[src/rtl/dbuf_pkg.sv]
// Shared types for the double-buffered SRAM frame-store controller.
package dbuf_pkg;

    // Width of the per-access strobe hold counter (WAIT_CYCLES up to 15)
    localparam int unsigned WAIT_CNT_W   = 4;
    // Width of the Blitter starvation counter (optional guard only)
    localparam int unsigned STARVE_CNT_W = 3;

    typedef enum logic [1:0] {
        IDLE,
        ACCESS,
        DONE
    } arb_state_t;

    typedef enum logic [1:0] {
        F_IDLE,
        F_ARMED,
        F_WAIT_BLIT,
        F_WAIT_VS
    } flip_state_t;

    typedef enum logic {
        REQ_VGA,
        REQ_BLIT
    } req_id_t;

endpackage

[src/rtl/dbuf_sram_ctrl_flip_fsm.sv]
// Flip handshake between NIOS and Blitter, Vsync edge detection and the
// Front_Sel register. The swap itself is only allowed while the arbiter idles;
// a Vsync edge arriving mid-access is remembered until then.
module dbuf_flip_fsm
    import dbuf_pkg::*;
(
    input  logic Clk,
    input  logic Reset,
    input  logic Arb_Idle,
    input  logic Nios_Flip,
    input  logic Blit_Busy,
    input  logic Vsync,
    output logic Swap_Now,
    output logic Front_Sel,
    output logic Flip_Pending,
    output logic Flip_Done
);

    flip_state_t state;
    flip_state_t state_next;
    logic        vsync_q;
    logic        vs_seen;
    logic        vs_edge;
    logic        swap;

    assign vs_edge  = Vsync & ~vsync_q;
    assign Swap_Now = swap;

    // Flip state register
    always_ff @(posedge Clk) begin
        if (Reset) begin
            state <= F_IDLE;
        end else begin
            state <= state_next;
        end
    end

    // Flip next-state logic and swap decision
    always_comb begin
        state_next = state;
        swap       = 1'b0;
        case (state)
            F_IDLE: begin
                if (Nios_Flip) state_next = F_ARMED;
            end
            F_ARMED: begin
                if (!Nios_Flip) state_next = F_WAIT_BLIT;
            end
            F_WAIT_BLIT: begin
                if (!Blit_Busy) state_next = F_WAIT_VS;
            end
            F_WAIT_VS: begin
                if ((vs_edge || vs_seen) && Arb_Idle) begin
                    swap       = 1'b1;
                    state_next = F_IDLE;
                end
            end
            default: state_next = F_IDLE;
        endcase
    end

    // Vsync history and the latched edge for swaps deferred by a busy arbiter
    always_ff @(posedge Clk) begin
        if (Reset) begin
            vsync_q <= 1'b0;
            vs_seen <= 1'b0;
        end else begin
            vsync_q <= Vsync;
            vs_seen <= (state == F_WAIT_VS) && !swap && (vs_seen || vs_edge);
        end
    end

    // Registered flip outputs; Flip_Pending follows the state being entered
    always_ff @(posedge Clk) begin
        if (Reset) begin
            Front_Sel    <= 1'b0;
            Flip_Pending <= 1'b0;
            Flip_Done    <= 1'b0;
        end else begin
            Front_Sel    <= Front_Sel ^ swap;
            Flip_Pending <= (state_next != F_IDLE);
            Flip_Done    <= swap;
        end
    end

endmodule

[src/rtl/dbuf_sram_ctrl.sv]
// Double-buffered frame-store controller: arbitrates the single SRAM between
// VGA scan-out (front buffer) and the Blitter (back buffer), and swaps the
// buffers at vertical sync via dbuf_flip_fsm.
// Optional: define DBUF_STARVE_GUARD_EN to force a Blitter grant after
// MAX_STARVE consecutive losses to VGA.
module dbuf_sram_ctrl
    import dbuf_pkg::*;
#(
    parameter int unsigned ADDR_W      = 18,
    parameter int unsigned DATA_W      = 16,
    parameter int unsigned WAIT_CYCLES = 2,
    parameter int unsigned MAX_STARVE  = 4
) (
    input  logic              Clk,
    input  logic              Reset,
    input  logic              Nios_Flip,
    input  logic              Blit_Busy,
    input  logic              Vsync,
    input  logic              Vga_Req,
    input  logic [ADDR_W-1:0] Vga_Addr,
    output logic              Vga_Ack,
    output logic [DATA_W-1:0] Vga_Rdata,
    input  logic              Blit_Req,
    input  logic              Blit_We,
    input  logic [ADDR_W-1:0] Blit_Addr,
    input  logic [DATA_W-1:0] Blit_Wdata,
    output logic              Blit_Ack,
    output logic [DATA_W-1:0] Blit_Rdata,
    output logic [ADDR_W:0]   Sram_Addr,
    output logic [DATA_W-1:0] Sram_Dq_Out,
    output logic              Sram_Dq_Oe,
    input  logic [DATA_W-1:0] Sram_Dq_In,
    output logic              Sram_We_N,
    output logic              Sram_Oe_N,
    output logic              Front_Sel,
    output logic              Flip_Pending,
    output logic              Flip_Done
);

    arb_state_t              arb_state;
    arb_state_t              arb_next;
    req_id_t                 req_id;
    logic [WAIT_CNT_W-1:0]   wait_cnt;
    logic                    grant_vga;
    logic                    grant_blit;
    logic                    grant_write;
    logic                    last_access;
    logic                    arb_idle;
    logic                    swap_now;
    logic                    front_now;

    assign arb_idle    = (arb_state == IDLE);
    // A grant in the swap cycle must already see the post-swap front buffer
    assign front_now   = Front_Sel ^ swap_now;
    assign grant_write = grant_blit & Blit_We;

`ifdef DBUF_STARVE_GUARD_EN
    logic [STARVE_CNT_W-1:0] starve_cnt;
    logic                    force_blit;

    assign force_blit = (starve_cnt >= STARVE_CNT_W'(MAX_STARVE));

    // Count consecutive Blitter losses to VGA; any Blitter grant clears it
    always_ff @(posedge Clk) begin
        if (Reset) begin
            starve_cnt <= '0;
        end else if (grant_blit) begin
            starve_cnt <= '0;
        end else if (grant_vga && Blit_Req) begin
            starve_cnt <= starve_cnt + 1'b1;
        end
    end
`else
    logic unused_max_starve;
    assign unused_max_starve = (MAX_STARVE != 0);
`endif

    // Arbiter state register
    always_ff @(posedge Clk) begin
        if (Reset) begin
            arb_state <= IDLE;
        end else begin
            arb_state <= arb_next;
        end
    end

    // Arbiter next-state and grant decisions
    always_comb begin
        arb_next    = arb_state;
        grant_vga   = 1'b0;
        grant_blit  = 1'b0;
        last_access = 1'b0;
        case (arb_state)
            IDLE: begin
`ifdef DBUF_STARVE_GUARD_EN
                if (Blit_Req && (force_blit || !Vga_Req)) begin
                    grant_blit = 1'b1;
                end else if (Vga_Req) begin
                    grant_vga = 1'b1;
                end
`else
                if (Vga_Req) begin
                    grant_vga = 1'b1;
                end else if (Blit_Req) begin
                    grant_blit = 1'b1;
                end
`endif
                if (grant_vga || grant_blit) arb_next = ACCESS;
            end
            ACCESS: begin
                if (wait_cnt == WAIT_CNT_W'(WAIT_CYCLES - 1)) begin
                    last_access = 1'b1;
                    arb_next    = DONE;
                end
            end
            DONE: arb_next = IDLE;
            default: arb_next = IDLE;
        endcase
    end

    // SRAM pin registers, access latch, read capture and Ack pulses
    always_ff @(posedge Clk) begin
        if (Reset) begin
            req_id      <= REQ_VGA;
            wait_cnt    <= '0;
            Sram_Addr   <= '0;
            Sram_Dq_Out <= '0;
            Sram_Dq_Oe  <= 1'b0;
            Sram_We_N   <= 1'b1;
            Sram_Oe_N   <= 1'b1;
            Vga_Ack     <= 1'b0;
            Vga_Rdata   <= '0;
            Blit_Ack    <= 1'b0;
            Blit_Rdata  <= '0;
        end else begin
            Vga_Ack  <= 1'b0;
            Blit_Ack <= 1'b0;
            if (grant_vga || grant_blit) begin
                req_id     <= grant_blit ? REQ_BLIT : REQ_VGA;
                Sram_Addr  <= grant_blit ? {~front_now, Blit_Addr} : {front_now, Vga_Addr};
                Sram_We_N  <= ~grant_write;
                Sram_Oe_N  <= grant_write;
                Sram_Dq_Oe <= grant_write;
                wait_cnt   <= '0;
                if (grant_write) Sram_Dq_Out <= Blit_Wdata;
            end else if (arb_state == ACCESS) begin
                wait_cnt <= wait_cnt + 1'b1;
                if (last_access) begin
                    Sram_We_N  <= 1'b1;
                    Sram_Oe_N  <= 1'b1;
                    Sram_Dq_Oe <= 1'b0;
                    if (req_id == REQ_VGA) begin
                        Vga_Ack   <= 1'b1;
                        Vga_Rdata <= Sram_Dq_In;
                    end else begin
                        Blit_Ack <= 1'b1;
                        if (Sram_We_N) Blit_Rdata <= Sram_Dq_In;
                    end
                end
            end
        end
    end

    dbuf_flip_fsm u_flip (
        .Clk          (Clk),
        .Reset        (Reset),
        .Arb_Idle     (arb_idle),
        .Nios_Flip    (Nios_Flip),
        .Blit_Busy    (Blit_Busy),
        .Vsync        (Vsync),
        .Swap_Now     (swap_now),
        .Front_Sel    (Front_Sel),
        .Flip_Pending (Flip_Pending),
        .Flip_Done    (Flip_Done)
    );

endmodule

[config.mk]
export PLATFORM = sky130hd
export DESIGN_NAME = dbuf_sram_ctrl
export DESIGN_NICKNAME = d
export VERILOG_FILES = /design/src/rtl/dbuf_pkg.sv /design/src/rtl/dbuf_sram_ctrl_flip_fsm.sv /design/src/rtl/dbuf_sram_ctrl.sv
export SDC_FILE = /design/constraint.sdc
export NUM_CORES = 1
export LEC_CHECK = 0
export CORE_MARGIN = 8
export CORE_UTILIZATION = 30
export DETAILED_ROUTE_END_ITERATION = 12
export GPL_TIMING_DRIVEN = 0
export HOLD_SLACK_MARGIN = 0.03
export PLACE_DENSITY = 0.6
export SKIP_LAST_GASP = 1
export SLEW_MARGIN = 20
export SYNTH_ARGS = -nofsm -noshare
export SYNTH_HDL_FRONTEND = slang
export SYNTH_HIERARCHICAL = 1
export SYNTH_SLANG_ARGS = --single-unit
[constraint.sdc]
create_clock -name Clk -period 2 [get_ports Clk]
set_input_delay 0.4 -clock Clk [delete_from_list [all_inputs] [get_ports Clk]]
set_output_delay 0.4 -clock Clk [all_outputs]
set_load 0.01 [all_outputs]
==> metrics.md, run 1 <==
| Metric | Value |
|---|---|
| Outcome | completed |
| Critical Path End Type | register |
| First-pass GRT wire length | 16600 um |
| Clock Tree Buf Depth | 2 |
| Max-cap violations | 0 |
| Antenna diodes | 0 |
| Net Count, Synth | 427 |
| Share of layout cells above drive strength 1 | 7.60% |
| Depth of the CTS H-tree | 3 |
| Number of global-route vias before repair | 3176 |
| Critical path's largest stage delay | 0.36 ns |
| Achievable frequency | 526 MHz |
| Die ar. | 15200 um^2 |
| DR pass1 iterations | 4 |
| RSZ-0062 raised after global routing | false |
| Fill cells | 1103 |
| Critical path class | reg -> reg |
| Post-route ant nets | 0 |
| VDD IR max | 0.469 mV |
| Site row count | 39 |
| Commonest non-fill, non-tap cells in the layout | clkdlybuf4s50_1 (147), dfxtp_1 (84), nand2b_1 (36) |
| Main synth FF type | dfxtp_1 |
| Setup-failing EPs final | 0 |
| Startpoint types | register |
| Initial antenna violation count | 0 |
| Min Hold Slack | 0.368 ns |
| Min cycle time layout | 1.90 ns |
| #FFs+latches synth | 86 |
| Synth Area per Inst | 9.88 um^2 |
| Dpl ws | -0.758 ns |
| Clk_lat worst skew | 0.33 ns |
| Starting Density | 30.5% |
| WL/cell | 16.0 um |
| Final nets | 588 |
| Slew HR | 59.2% |
| Endpoints failing hold | 0 |
| Worst path cell trace | ha_1 -> or3b_1 -> clkbuf_4 -> or3_1 -> buf_2 -> buf_6 -> mux2i_1 |
| Hold Crit Class | in -> reg |
| R2R setup slack | 0.10 ns |
| Highest-delay cell along the critical path | dfxtp_2 |
| Cell Pwr Density | 723 nW/um^2 |
| Clk sinks | 86 |
| Overflow after GRT | 0 |
| CP Max Fanout | 10 |
| Starting DRT DRC Count | 96 |
| Total global routing track utilization | 13.8% |
| Port-buffer cells | 149 |
| Vias per inst | 4.69 |
| Total CTS buffers | 9 |
| Crit path required time | 2.22 ns |
| Core ar. | 11300 um^2 |
| Worst setup margin | 0.101 ns |
| Gpl congestion | 0.774 |
| Dpl cells | 641 |
| EDFF count, synth | 0 |
| Detailed placer's ending HPWL | 8220 um |
| CTS tree | built |
| Tcrit/Tclk final | 95.0% |
| Clk slew on worst S/H paths | 0.06 ns |
| Commonest non-fill, non-tap cell in the layout | clkdlybuf4s50_1 |
| Die H | 123 um |
| CTS hold repair buffers | 0 |
| Syn Inst Count | 349 |
| Clock Skews | 0.00608 ns |
| Pin count of the biggest net entering global routing | 14 |
| Final Max Slew Viols | 0 |
| Synth warn | 6 |
| Total Wirelength | 10500 um |
| Lkg Pwr | 0.00204 uW |
| Area Growth Syn to Fin | 57.7% |
| IO Count | 151 |
| Root buffer cell | clkbuf_16 |
| Drc violations | 0 |
| Non-filler instance count after layout | 656 |
| Total negative slack | 0 ns |
| Worst Tran Pin Value | 0.608 ns |
| Die Width | 123 um |
| Yosys cell types | 42 |
| Async SR Flop Fraction | 0% |
| Vias | 3078 |
| Critical Path AT | 2.12 ns |
| Mapped cell area | 3450 um^2 |
| Sequential area share after synthesis | 49.9% |
critical path, delay by kind of cell (launching register included):
family	cells	cell delay (ns)
muxes	1	0.12
adders and majority gates	1	0.14
and+or+nand+nor	2	0.68
buffers and inverters	3	0.48
DFF	1	0.36
what timing repair did:
action | 4_1_cts | 5_1_grt
gates resized for setup | 6 | 12
setup buffers | 0 | 1
endpoints found under the setup margin | 45 | 44
pin swaps | 0 | 1
gates cloned | 0 | 0
stage by stage:
stage	instance area (um^2)	utilization [%]	total power, uW
3_5_place_dp	5120	45.2	2420
6_report	5440	48.0	3930
4_1_cts	5410	47.8	3990
3_3_place_gp	5120	45.2	2410
5_1_grt	5440	48.0	4110
2_1_floorplan	3450	-	2090
state kept, by name (all words and copies together), names as in the netlist, 2 cells and up:
signal	count
wait_cnt	4
Blit_Rdata	16
Sram_Dq_Out	16
arb_state	2
Sram_Addr	19
u_flip/state	2
Vga_Rdata	16
cells in the mapped netlist, types with 2 or more instances:
master / instances / share of area (%)
nor4b_2: 2 / 0.87
nand3_1: 17 / 2.5
nor2b_1: 4 / 0.73
xor2_1: 2 / 0.51
nand2b_1: 36 / 6.5
o32ai_1: 2 / 0.51
a221o_1: 18 / 5.2
a21oi_1: 21 / 3.0
mux2i_1: 32 / 9.3
nor2_1: 9 / 0.98
dfxtp_1: 86 / 50
and2_1: 18 / 3.3
or3_1: 3 / 0.54
nand3b_1: 2 / 0.44
o21ai_0: 19 / 2.8
nand2_1: 20 / 2.2
nor3_1: 5 / 0.73
o32a_1: 2 / 0.58
inv_1: 6 / 0.65
a211oi_1: 2 / 0.44
buf_2: 8 / 1.2
clkbuf_1: 14 / 1.5
ha_1: 2 / 0.73
routing by layer:
| metal | vias to the layer above | track usage, % | wire, um |
|---|---|---|---|
| met5 | - | 0 | 0 |
| met4 | 0 | 3.84 | 80 |
| met3 | 8 | 5.80 | 886 |
| met2 | 81 | 23.4 | 5270 |
| li1 | 1549 | - | - |
| met1 | 1440 | 15.6 | 4270 |
kinds of logic after synthesis:
group                      after synthesis  synth area share (%)
and+or+nand+nor                        125                  21.0
DFF                                     86                  49.9
AOI/OAI and AO/OA                       70                  14.1
muxes                                   33                  9.72
buffers and inverters                   30                  3.77
xor gates and xnor gates                 3                 0.762
adders and majority gates                2                 0.725
area by class of cell:
cell class	count	area (um^2)	share of cell area, %
Clock buffer	11	253	4.65
Multi-Input combinational cell	233	1620	29.8
Buffer	23	118	2.16
Clock inverter	3	21.3	0.391
Inverter	7	27.5	0.506
Tap cell	143	179	3.29
Timing Repair Buffer	150	1500	27.5
Sequential cell	86	1720	31.7
worst paths after layout:
check	from	cells after the start	endpoint
max	wait_cnt[0]	7	Blit_Rdata[6]
min	Reset	2	u_flip/vsync_q
max reg2reg	wait_cnt[0]	7	Blit_Rdata[6]
min reg2reg	Vga_Rdata[3]	2	Vga_Rdata[3]
report_power, final:
group	total [uW]	internal [uW]	switching, uW
Clock	1540	895	649
Sequential	1830	1780	46.9
Combinational	557	326	231
Total	3930	3000	927
No activity file was read; power rests on OpenSTA's default activity.
==> run 2: changes to the inputs <==
- SETUP_SLACK_MARGIN: default -> 0.5
==> metrics.md, run 2 (synthesis gave the netlist of run 1 again) <==
| Metric | Value |
|---|---|
| Total CTS buffers | 9 |
| Core ar. | 11300 um^2 |
| Vias per inst | 4.75 |
| Reg area | 1730 um^2 |
| Setup-failing EPs final | 0 |
| Multi-input gate area | 1830 um^2 |
| Vias | 3275 |
| Port-buffer cells | 149 |
| Crit path required time | 2.23 ns |
| Number of global-route vias before repair | 3411 |
| Outcome | completed |
| First-pass GRT wire length | 17000 um |
| Sw Ratio | 25.4% |
| Dpl cells | 641 |
| Overflow after GRT | 0 |
| NetSw | 1030 uW |
| Commonest non-fill, non-tap cell in the layout | dfxtp_1 |
| Clk slew on worst S/H paths | 0.07 ns |
| DR pass1 iterations | 4 |
| Initial antenna violation count | 1 |
| Comb pwr share | 17.0% |
| Detailed placer's ending HPWL | 8010 um |
| Starting DRT DRC Count | 184 |
| Int Power | 3030 uW |
| Dpl ws | -0.661 ns |
| WL/cell | 15.9 um |
| Min cycle time layout | 1.79 ns |
| Critical Path AT | 2.02 ns |
| Clk_lat worst skew | 0.34 ns |
| Final Max Slew Viols | 0 |
| Max-cap violations | 0 |
| Final nets | 619 |
| Root buffer cell | clkbuf_16 |
| Sequential power share | 45.0% |
| Cell Pwr Density | 676 nW/um^2 |
| CP Max Fanout | 10 |
| Clock Tree Buf Depth | 2 |
| IO Count | 151 |
| Starting Density | 30.5% |
| CTS hold repair buffers | 0 |
| Commonest non-fill, non-tap cells in the layout | dfxtp_1 (82), dlygate4sd2_1 (76), clkdlybuf4s50_1 (71) |
| Critical Path End Type | register |
| Gpl congestion | 0.779 |
| Endpoints failing hold | 0 |
| Post-route ant nets | 0 |
| RSZ-0062 raised after global routing | true |
| VDD IR max | 0.427 mV |
| Clock Power Share | 38.0% |
| Max reg flops | 19 |
| Drc violations | 0 |
| Achievable frequency | 558 MHz |
| Total Wirelength | 11000 um |
| Clock Skews | 0.00966 ns |
| Startpoint types | register |
| Die ar. | 15200 um^2 |
| Pin count of the biggest net entering global routing | 16 |
| Share of layout cells above drive strength 1 | 21.6% |
| Worst Tran Pin Value | 0.568 ns |
| Area Growth Syn to Fin | 74.0% |
| Antenna diodes | 0 |
| CTS tree | built |
| Largest reg by FF count | Sram_Addr |
| Fill cells | 1052 |
| Hold Crit Class | in -> reg |
| Clk sinks | 86 |
| Site row count | 39 |
| Slew HR | 62.1% |
| Critical path class | reg -> reg |
| Non-filler instance count after layout | 689 |
| Lkg Pwr | 0.00263 uW |
| Worst setup margin | 0.209 ns |
| Die Width | 123 um |
| Die H | 123 um |
| Tcrit/Tclk final | 89.5% |
| Depth of the CTS H-tree | 3 |
| Total global routing track utilization | 14.1% |
## run 2: layout make-up
type	count	area share (%)
Buffer	23	3.44
Clock buffer	10	3.81
Clock inverter	6	0.771
Inverter	7	0.563
Multi-Input combinational cell	233	30.5
Sequential cell	86	28.8
Tap cell	143	2.98
Timing Repair Buffer	181	29.1
## run 2: path summary, 6_finish.rpt
check                 startpoint        endpoint  slack, ns  cells past startpoint
setup / recovery     wait_cnt[1]   Blit_Rdata[8]       0.21                      8
hold / removal             Reset  u_flip/vsync_q       0.45                      2
setup reg to reg     wait_cnt[1]   Blit_Rdata[8]       0.21                      8
hold reg to reg   Sram_Dq_Out[6]  Sram_Dq_Out[6]       0.45                      2
## run 2: metrics by stage
stage	instance area (um^2)	hold slack (ns)	util, %	TNS [ns]	power, uW
after detailed placement	5170	0.454	45.7	-17.97	2430
after global placement	5170	0.447	45.7	-17.59	2430
final	6000	0.447	53.0	0	4060
after CTS	5760	0.438	50.9	0	4050
after floorplan	3500	0.454	-	0	2100
after global routing	6000	0.467	53.0	0	4240
## run 2: per-layer routing
metal  GRT usage (%)  up-vias  part of all wire [%]
met3            7.40       10                    11
met4            3.84        2                  0.87
met1            16.1     1516                    42
met2            22.8      119                    46
met5               0        -                 0.073
li1                -     1628                     -
## run 2: power groups by stage
stage	Combinational, uW	Sequential [uW]	Clock [uW]
floorplan	213	1890	0
global placement	565	1860	0
detailed placement	567	1870	0
CTS	636	1820	1590
global route	744	1830	1660
finish	691	1830	1540
## run 2: repair_timing
| action | in CTS | in global routing |
|---|---|---|
| cloned | 5 | 0 |
| pin swaps | 24 | 19 |
| resized for setup | 141 | 58 |
| endpoints found under the setup margin | 155 | 73 |
| setup buffers | 24 | 3 |
## run 2: worst max-delay path, cell delays in order, from the launching register on
cell and delay [ns]:
dfxtp_2 0.32, inv_2 0.06, ha_4 0.11, or3b_4 0.37
buf_6 0.13, or3_4 0.32, buf_6 0.13, buf_12 0.14
mux2i_1 0.11
==> run 3: changes to the inputs <==
- HOLD_SLACK_MARGIN: 0.03 -> 0.08
- SLEW_MARGIN: 20 -> default
==> results of run 3 <==
Same layout as run 2: the final DEF is identical, and so are final timing and power.
==> patch (settings of run 1) <==
Re-encode `flip_state_t` (4 states) as one-hot, 4 bits wide.
--- a/src/rtl/dbuf_pkg.sv
+++ b/src/rtl/dbuf_pkg.sv
@@ -13,9 +13,9 @@
     } arb_state_t;
 
-    typedef enum logic [1:0] {
-        F_IDLE,
-        F_ARMED,
-        F_WAIT_BLIT,
-        F_WAIT_VS
+    typedef enum logic [3:0] {
+        F_IDLE      = 4'b0001,
+        F_ARMED     = 4'b0010,
+        F_WAIT_BLIT = 4'b0100,
+        F_WAIT_VS   = 4'b1000
     } flip_state_t;
 
Behaviour: same outputs for any inputs over 10 cycles, from zero or initial values and one cycle with Reset high; not proved beyond that.
==> patch against run 1 <==
- sequential share of layout area fell by 0.18 points
- combinational power is 7.9% higher
- sequential cell count is 2 higher
- cell area increased by 2.9%
- power is 2.5% higher
- routed wire length increased by 8.8%
- setup slack got worse by 56 ps
- clock skew hardly changed
- maximum frequency decreased by 2.8%
- synthesized area increased by 3.3%
==> patch: results <==
{
  "wl_met3_microns": 478,
  "post_drt_wl_per_cell_microns": 16.8,
  "outcome": "finished, final reports clean",
  "dpl_worst_slack_ps": -722,
  "grt_usage_pct": 14.3,
  "via_count": 3233,
  "critPathMaxStageDelay_ps": 400,
  "cts_buffers": 9,
  "stdcell_count": 681,
  "numPortBuffers": 149,
  "use_met1_pct": 15.9,
  "switching_share_pct": 24.4,
  "cp_slowest_cell": "or3_4",
  "clock_skew_ps": 5.90,
  "ir_drop_mv": 0.368,
  "syn-num-nets": 443,
  "place.gp.congestion": 0.761,
  "drive_gt1_share_pct": 7.87,
  "placed_cell_area_sq_mm": 0.00524,
  "slew_headroom_pct": 58.1,
  "syn_area_per_cell_sq_um": 9.76,
  "leakage_nw": 2.11,
  "antenna_found_initial": 0,
  "crit_family": "simple AND/OR/NAND/NOR gates",
  "seq_area_frac_synth_pct": 49.5,
  "drt_first_iter_violations": 126,
  "grt_pass1_wl_mm": 17.8,
  "hp-class": "flop to flop",
  "ys_top_cells_by_area": "dfxtp_1, mux2i_1, nand2b_1, a221o_1, and2_1",
  "arrival_ps": 2180,
  "synth_commonest_cells": "dfxtp_1, nand2b_1, mux2i_1",
  "gr-usage-met3_pct": 3.36,
  "gr-usage-met2_pct": 25.3,
  "wl_met2_mm": 5.85,
  "synth.distinct_cells": 46,
  "cts_resized": 9,
  "nNetsFinal": 607,
  "hpwlAfterDp_mm": 8.65,
  "post_cts_buffers": 1,
  "placed_cells_incl_taps": 661,
  "wl_met1_mm": 4.84,
  "async_reset_ff_share_pct": 0,
  "h-tree-depth": 3,
  "fillers": 1122
}
==> patch: cell count changes in the layout (fill, tap and decap cells not counted), moves of 2 or more <==
cell and change:
dfxtp_1 +2, a31oi_1 +2, clkbuf_1 +3, buf_4 +7
dlygate4sd2_1 +2, nor2_1 +5, nor4_1 +2, o21ai_0 +3
buf_2 -2
==> patch: final timing paths <==
check,from,end,slack [ps],depth (start not counted)
worst max-delay path,wait_cnt[1]$_SDFFE_PP0N_,Blit_Rdata[6]$_SDFFE_PP0P_,40,7
worst min-delay path,Vga_Rdata[4]$_SDFFE_PP0P_,Vga_Rdata[4]$_SDFFE_PP0P_,450,2
worst max register to register,wait_cnt[1]$_SDFFE_PP0N_,Blit_Rdata[6]$_SDFFE_PP0P_,40,7
worst min register to register,Vga_Rdata[4]$_SDFFE_PP0P_,Vga_Rdata[4]$_SDFFE_PP0P_,450,2
==> patch: cell type report <==
class                           count  area (sq um)  share of cell area (%)
Buffer                             23           126                    2.26
Clock buffer                       13           250                    4.47
Clock inverter                      3          17.5                   0.313
Inverter                            7          30.0                   0.536
Multi-Input combinational cell    246          1700                    30.3
Sequential cell                    88          1760                    31.5
Tap cell                          147           184                    3.29
Timing Repair Buffer              154          1530                    27.3
==> patch: logic make-up after synthesis <==
logic type	Yosys count	synth area share [%]
flops	88	49.5
compound gates	74	14.0
buf+inv	31	3.97
xor+xnor	5	1.23
fa+ha+maj	2	0.702
simple gates	133	21.6
mux	32	8.99
==> patch: power by group through the flow <==
stage	Clock, mW	Sequential (mW)	Combinational, mW
3_5_place_dp	0	1.91	0.588
3_3_place_gp	0	1.90	0.582
5_1_grt	1.68	1.88	0.648
4_1_cts	1.61	1.87	0.597
2_1_floorplan	0	1.93	0.224
6_report	1.56	1.87	0.601
